**config.mk**
```make
export PLATFORM = sky130hd
export DESIGN_NAME = data_sync_src_arbiter_flat
export DESIGN_NICKNAME = d
export VERILOG_FILES = /design/src/rtl/data_sync_src_arbiter_if.sv /design/src/rtl/data_sync_src_arbiter.sv /design/src/flat_wrapper.sv
export SDC_FILE = /design/constraint.sdc
export NUM_CORES = 1
export LEC_CHECK = 0
export CAP_MARGIN = 20
export CORE_MARGIN = 1
export CORE_UTILIZATION = 40
export CTS_CLUSTER_SIZE = 30
export DETAILED_ROUTE_END_ITERATION = 16
export PLACE_DENSITY = 0.73
export SKIP_CTS_REPAIR_TIMING = 1
export SYNTH_ARGS = -nofsm -noshare
export SYNTH_HDL_FRONTEND = slang
export SYNTH_SLANG_ARGS = --single-unit
```
**constraint.sdc**
```tcl
create_clock -name CLK -period 2.6 [get_ports CLK]
set_clock_uncertainty 0.15 [all_clocks]
set_input_delay 0.52 -clock CLK [delete_from_list [all_inputs] [get_ports CLK]]
set_output_delay 0.52 -clock CLK [all_outputs]
set_load 0.03 [all_outputs]
```
**src/rtl/data_sync_src_arbiter_if.sv**
```systemverilog
// Requester/synchronizer-facing bundle of the source-domain arbiter.
// The requester side (master) drives valid/data; the arbiter side (slave) drives the rest.
interface data_sync_src_arbiter_if #(
  parameter int NUM_REQ   = 4,
  parameter int BUS_WIDTH = 4
);
  localparam int GID_W = $clog2(NUM_REQ);

  logic [NUM_REQ-1:0]           req_valid;
  logic [NUM_REQ*BUS_WIDTH-1:0] req_data;
  logic [NUM_REQ-1:0]           req_ready;
  logic                         src_bus_enable;
  logic [BUS_WIDTH-1:0]         Unsync_bus_out;
  logic [GID_W-1:0]             grant_id;
  logic                         busy;

  modport master (
    output req_valid, req_data,
    input  req_ready, src_bus_enable, Unsync_bus_out, grant_id, busy
  );

  modport slave (
    input  req_valid, req_data,
    output req_ready, src_bus_enable, Unsync_bus_out, grant_id, busy
  );
endinterface

```
**src/rtl/data_sync_src_arbiter.sv**
```systemverilog
// Round-robin scheduler that issues one word at a time into a bus+enable synchronizer,
// shaping the enable into HOLD high / GAP low so the far side sees one clean rising edge per word.
module data_sync_src_arbiter #(
  parameter int NUM_REQ     = 4,
  parameter int BUS_WIDTH   = 4,
  parameter int HOLD_CYCLES = 3,
  parameter int GAP_CYCLES  = 3
) (
  input logic                    CLK,
  input logic                    RST,
  data_sync_src_arbiter_if.slave io_arb
);
  localparam int GID_W   = $clog2(NUM_REQ);
  localparam int MAX_CYC = (HOLD_CYCLES > GAP_CYCLES) ? HOLD_CYCLES : GAP_CYCLES;
  localparam int CNT_W   = (MAX_CYC > 1) ? $clog2(MAX_CYC) : 1;

  typedef enum logic [1:0] {S_IDLE, S_HOLD, S_GAP} state_t;

  state_t               r_state;
  state_t               w_next_state;
  logic [CNT_W-1:0]     r_cnt;
  logic [GID_W-1:0]     r_ptr;
  logic [GID_W-1:0]     r_gid;
  logic                 r_enable;
  logic [BUS_WIDTH-1:0] r_bus;
  logic [GID_W-1:0]     w_win;
  logic                 w_found;
  logic                 w_hs;
  logic [NUM_REQ-1:0]   w_ready;
  logic [BUS_WIDTH-1:0] w_words [NUM_REQ];

  function automatic logic [GID_W-1:0] wrap_add(input logic [GID_W-1:0] a, input int b);
    int s;
    s = int'(a) + b;
    if (s >= NUM_REQ) s = s - NUM_REQ;
    return GID_W'(s);
  endfunction

  for (genvar g = 0; g < NUM_REQ; g++) begin : g_words
    assign w_words[g] = io_arb.req_data[g*BUS_WIDTH +: BUS_WIDTH];
  end

  // Scan downward from ptr+NUM_REQ-1 so the candidate closest to ptr overwrites the others.
  always_comb begin
    // NOTE: every always_comb output gets a default first, otherwise a latch is inferred.
    w_found = 1'b0;
    w_win   = '0;
    for (int k = NUM_REQ - 1; k >= 0; k--) begin
      if (io_arb.req_valid[wrap_add(r_ptr, k)]) begin
        w_found = 1'b1;
        w_win   = wrap_add(r_ptr, k);
      end
    end
  end

  assign w_hs = (r_state == S_IDLE) && w_found && !RST;

  // NOTE: sequential state uses <= so every register samples pre-edge values.
  always_ff @(posedge CLK or posedge RST) begin
    if (RST) r_state <= S_IDLE;
    else     r_state <= w_next_state;
  end

  always_comb begin
    w_next_state = r_state;
    case (r_state)
      S_IDLE:  if (w_hs)         w_next_state = S_HOLD;
      S_HOLD:  if (r_cnt == '0)  w_next_state = S_GAP;
      S_GAP:   if (r_cnt == '0)  w_next_state = S_IDLE;
      default:                   w_next_state = S_IDLE;
    endcase
  end

  always_comb begin
    w_ready = '0;
    if (w_hs) w_ready[w_win] = 1'b1;
  end

  always_ff @(posedge CLK or posedge RST) begin
    if (RST) begin
      r_cnt    <= '0;
      r_ptr    <= '0;
      r_gid    <= '0;
      r_enable <= 1'b0;
      r_bus    <= '0;
    end else begin
      case (r_state)
        S_IDLE: begin
          if (w_hs) begin
            r_bus    <= w_words[w_win];
            r_gid    <= w_win;
            r_ptr    <= wrap_add(w_win, 1);
            r_enable <= 1'b1;
            r_cnt    <= CNT_W'(HOLD_CYCLES - 1);
          end
        end
        S_HOLD: begin
          if (r_cnt == '0) begin
            r_enable <= 1'b0;
            r_cnt    <= CNT_W'(GAP_CYCLES - 1);
          end else begin
            r_cnt <= r_cnt - 1'b1;
          end
        end
        S_GAP: begin
          if (r_cnt != '0) r_cnt <= r_cnt - 1'b1;
        end
        default: r_enable <= 1'b0;
      endcase
    end
  end

  assign io_arb.req_ready      = w_ready;
  assign io_arb.src_bus_enable = r_enable;
  assign io_arb.Unsync_bus_out = r_bus;
  assign io_arb.grant_id       = r_gid;
  assign io_arb.busy           = (r_state != S_IDLE);
endmodule

```
**src/flat_wrapper.sv**
```systemverilog
// flat-port wrapper written by rule: the top's interface ports become plain ports
module data_sync_src_arbiter_flat 
#(
  parameter int NUM_REQ     = 4,
  parameter int BUS_WIDTH   = 4,
  parameter int HOLD_CYCLES = 3,
  parameter int GAP_CYCLES  = 3
)
  (CLK, RST, io_arb_req_valid, io_arb_req_data, io_arb_req_ready, io_arb_src_bus_enable, io_arb_Unsync_bus_out, io_arb_grant_id, io_arb_busy);
  data_sync_src_arbiter_if #(.NUM_REQ(NUM_REQ), .BUS_WIDTH(BUS_WIDTH)) io_arb_i ();
  input logic CLK;
  input logic RST;
  input wire logic [$bits(io_arb_i.req_valid)-1:0] io_arb_req_valid;
  input wire logic [$bits(io_arb_i.req_data)-1:0] io_arb_req_data;
  output wire logic [$bits(io_arb_i.req_ready)-1:0] io_arb_req_ready;
  output wire logic [$bits(io_arb_i.src_bus_enable)-1:0] io_arb_src_bus_enable;
  output wire logic [$bits(io_arb_i.Unsync_bus_out)-1:0] io_arb_Unsync_bus_out;
  output wire logic [$bits(io_arb_i.grant_id)-1:0] io_arb_grant_id;
  output wire logic [$bits(io_arb_i.busy)-1:0] io_arb_busy;
  assign io_arb_i.req_valid = io_arb_req_valid;
  assign io_arb_i.req_data = io_arb_req_data;
  assign io_arb_req_ready = io_arb_i.req_ready;
  assign io_arb_src_bus_enable = io_arb_i.src_bus_enable;
  assign io_arb_Unsync_bus_out = io_arb_i.Unsync_bus_out;
  assign io_arb_grant_id = io_arb_i.grant_id;
  assign io_arb_busy = io_arb_i.busy;
  data_sync_src_arbiter #(.NUM_REQ(NUM_REQ), .BUS_WIDTH(BUS_WIDTH), .HOLD_CYCLES(HOLD_CYCLES), .GAP_CYCLES(GAP_CYCLES)) u_core (.CLK(CLK), .RST(RST), .io_arb(io_arb_i));
endmodule
```
==> results.md <==
- Ant. Diodes: 0
- Fin crit share: a little over nine tenths
- Synth Cell Area: roughly 940 sq um
- Iteration-0 DRC Markers: 6
- Outcome: complete, no violations
- Reg2reg path depth: 7
- Vias after detailed routing: 842
- Worst hold start: u_core.io_arb.grant_id[1]
- Slowest stage delay, CP: between 300 and 400 ps
- Post-Place Cell Area: ~1400 sq um
- Hold Crit Depth: 2
- Post-Synthesis Net Count: about 130
- Synthesis Warnings: 0
- Antenna violations before repair: 0
- Slowest CP cell: o221a_2
- CP max FO: 3
- Site row count: 17
- Overall Power: roughly 1.5 mW
- Final setup violation count: 0
- Layout cell share with drive strength beyond 1: between 20% and 30%
- Largest net degree at the start of global routing: 14
- Hold Path Class: flip-flop to flip-flop
- Register area: around 330 sq um
- CTS tree: built
- Fillcell total: about 180
- Peak supply drop: between 0.6 and 0.7 mV
- Setup_tns: 0 ps
- WP data required: 1930 ps
- Crit start category: primary input
- R2R setup slack: between 500 and 600 ps
- Width of the die: 50.6 um
- Register bit count reported by yosys: 13
- Max Clk Rate: 394 MHz
- Gp weighted congestion: around 0.75
- Seq/Total Area, Yosys: between 30% and 40%
- CTS Sinks: 13
- Vias in the first global route: between 800 and 900
- Final hold vios: 0
- Worst Max-Slew Pin Slew: just over 500 ps
- Worst Path Arrival: ~1900 ps
- P_leak: roughly 0.76 nW
- Hpwl dp: around 1.7 mm
- 1st-pass router iterations: 4
- Post-synth cell types: 24
- WL per Instance: around 13 um
- Root buf cell: clkbuf_4
- Period minus WS final: ~2500 ps
- Non-Filler Instances: about 170
- Clk_lat worst skew: 260 ps
- Total grt overflow: 0
- Placed Cells: 170
- Core region area: 2210 sq um
- Die Y: 50.6 um
- Synth Area per Inst: between 9 and 10 sq um
- Hold slack: between 300 and 400 ps
- Io pins: 34
- Via/cell ratio: roughly 4.8
- Hold Path End: u_core.io_arb.grant_id[1]
- CP Capture Type: output port
- PwrDens: between 1000 and 1500 nW/um^2
- GRT Overall Usage: roughly 18%
- Die area: 2560 sq um
- Buffers and inverters on the worst path: 5
- CTS max path bufs: 2
- Final Cell Area: roughly 1500 sq um
- Worst reg2reg endpoint: u_core.r_cnt[1]
- Nets: 180
- Pre-CTS WS: -571 ps
- CTS clk-pin slew, worst paths: ~80 ps
- Fin util: around two thirds
- ANT nets after route: 0
- Initial core utilization: between 40 and 50%
- Count of pins over their slew limit: 0
- H-tree levels: 1
- Buffers on Ports: 33
- Delay-heaviest family, CP: buffers and inverters
- DRC viols: 0
- Area Overhead vs Synth: 54.7%
- Worst relative slew slack: 66.1%
- R2R Path Start: u_core.r_state[0]
- Final WS setup: slightly above 60 ps
- Area of the multi-input gates: between 500 and 600 sq um
- Max-Cap Viols: 0
- Cells along the critical path: dlymetal6s2s_1, inv_1, o221a_2, o22ai_4, inv_1, buf_4, ha_1, and2_1, buf_4
- Number of buffers created by CTS: 3
- Kind of critical path: primary input to output port
- First-pass GRT wire length: roughly 3.5 mm
- Cells after Synth: 98
- Post-Route WL: 2.33 mm
worst min-delay path, cell delays in order, from the launching register on:
cell and delay (ps):
dfrtp_1 350, nand2_1 50, nand2_1 60
placed cells by master, fill, tap and decap left out, types with 4 or more instances in the layout:
| cell | instances |
|---|---|
| clkdlybuf4s50_1 | 25 |
| dfrtp_1 | 12 |
| dlymetal6s2s_1 | 5 |
| nand2_1 | 12 |
| a21oi_1 | 9 |
| ha_1 | 11 |
| inv_1 | 11 |
| buf_4 | 15 |
| mux2i_1 | 8 |
| o221ai_1 | 4 |
| and2_1 | 4 |
sequential cells by signal, summed over array words and instances, names as in the netlist:
name and flops:
u_core.io_arb.grant_id 2, u_core.r_state 2, u_core.r_cnt 2, u_core.io_arb.src_bus_enable 1, u_core.io_arb.Unsync_bus_out 4, u_core.r_ptr 2
cells by family after synthesis:
kind of cell / synth area share, %
and+or+nand+nor: 15.1
DFF: 34.4
AOI/OAI and AO/OA: 15.9
muxes: 13.2
adders and majority gates: 14.6
buffers and inverters: 6.75
routing by layer:
| layer | GRT usage [%] | vias to the layer above | wire length, um |
|---|---|---|---|
| li1 | - | 435 | - |
| met1 | 21.7 | 385 | 980 |
| met2 | 31.1 | 22 | 1230 |
| met3 | 2.73 | 0 | 124 |
| met4 | 5.09 | 0 | 0 |
| met5 | 0 | - | 0 |
synth_stat cells:
master     n  area, sq um
and2b_1    1         7.51
nor4_2     1         12.5
o21bai_1   1         7.51
nor3_1     2         10.0
and2_1     4         25.0
nor2b_1    2         12.5
mux2i_1    8         80.1
or3_1      1         6.26
nor2_1     3         11.3
a21oi_1    9         45.0
nand2_1   12         45.0
o21ai_2    1         8.76
o21ai_0    3         15.0
o221ai_1   4         35.0
buf_6      2         22.5
o22ai_2    1         12.5
mux2_4     3         45.0
o221a_2    1         11.3
nand2_2    2         12.5
a21o_1     1         7.51
dfrtp_1   13          325
inv_1     11         41.3
a22oi_1    1         7.51
ha_1      11          138
power breakdown:
group	total [mW]	internal (mW)	switching [mW]
Sequential	0.371	0.298	0.0732
Clock	0.121	0.0592	0.0620
Combinational	0.992	0.471	0.522
Total	1.48	0.828	0.657
worst max path at each step:
stage	from	to	slack [ps]	cells past startpoint
after global placement	io_arb_req_valid[1]	io_arb_req_ready[3]	-530	8
after CTS	io_arb_req_valid[1]	io_arb_req_ready[3]	-580	8
final	io_arb_req_valid[2]	io_arb_req_ready[1]	60	9
after global routing	io_arb_req_valid[2]	io_arb_req_ready[1]	-20	9
after floorplan	u_core.r_state[0]	io_arb_req_ready[0]	200	5
after detailed placement	io_arb_req_valid[1]	io_arb_req_ready[3]	-570	8
final cells by class:
type | instances | share of cell area (%)
flip-flops and latches | 13 | 22.3
well taps | 28 | 2.40
repair buffers | 46 | 29.9
clock buffers | 4 | 1.80
multi-input cells | 72 | 40.8
inverters | 11 | 2.83
(Power assumes the default switching activity.)
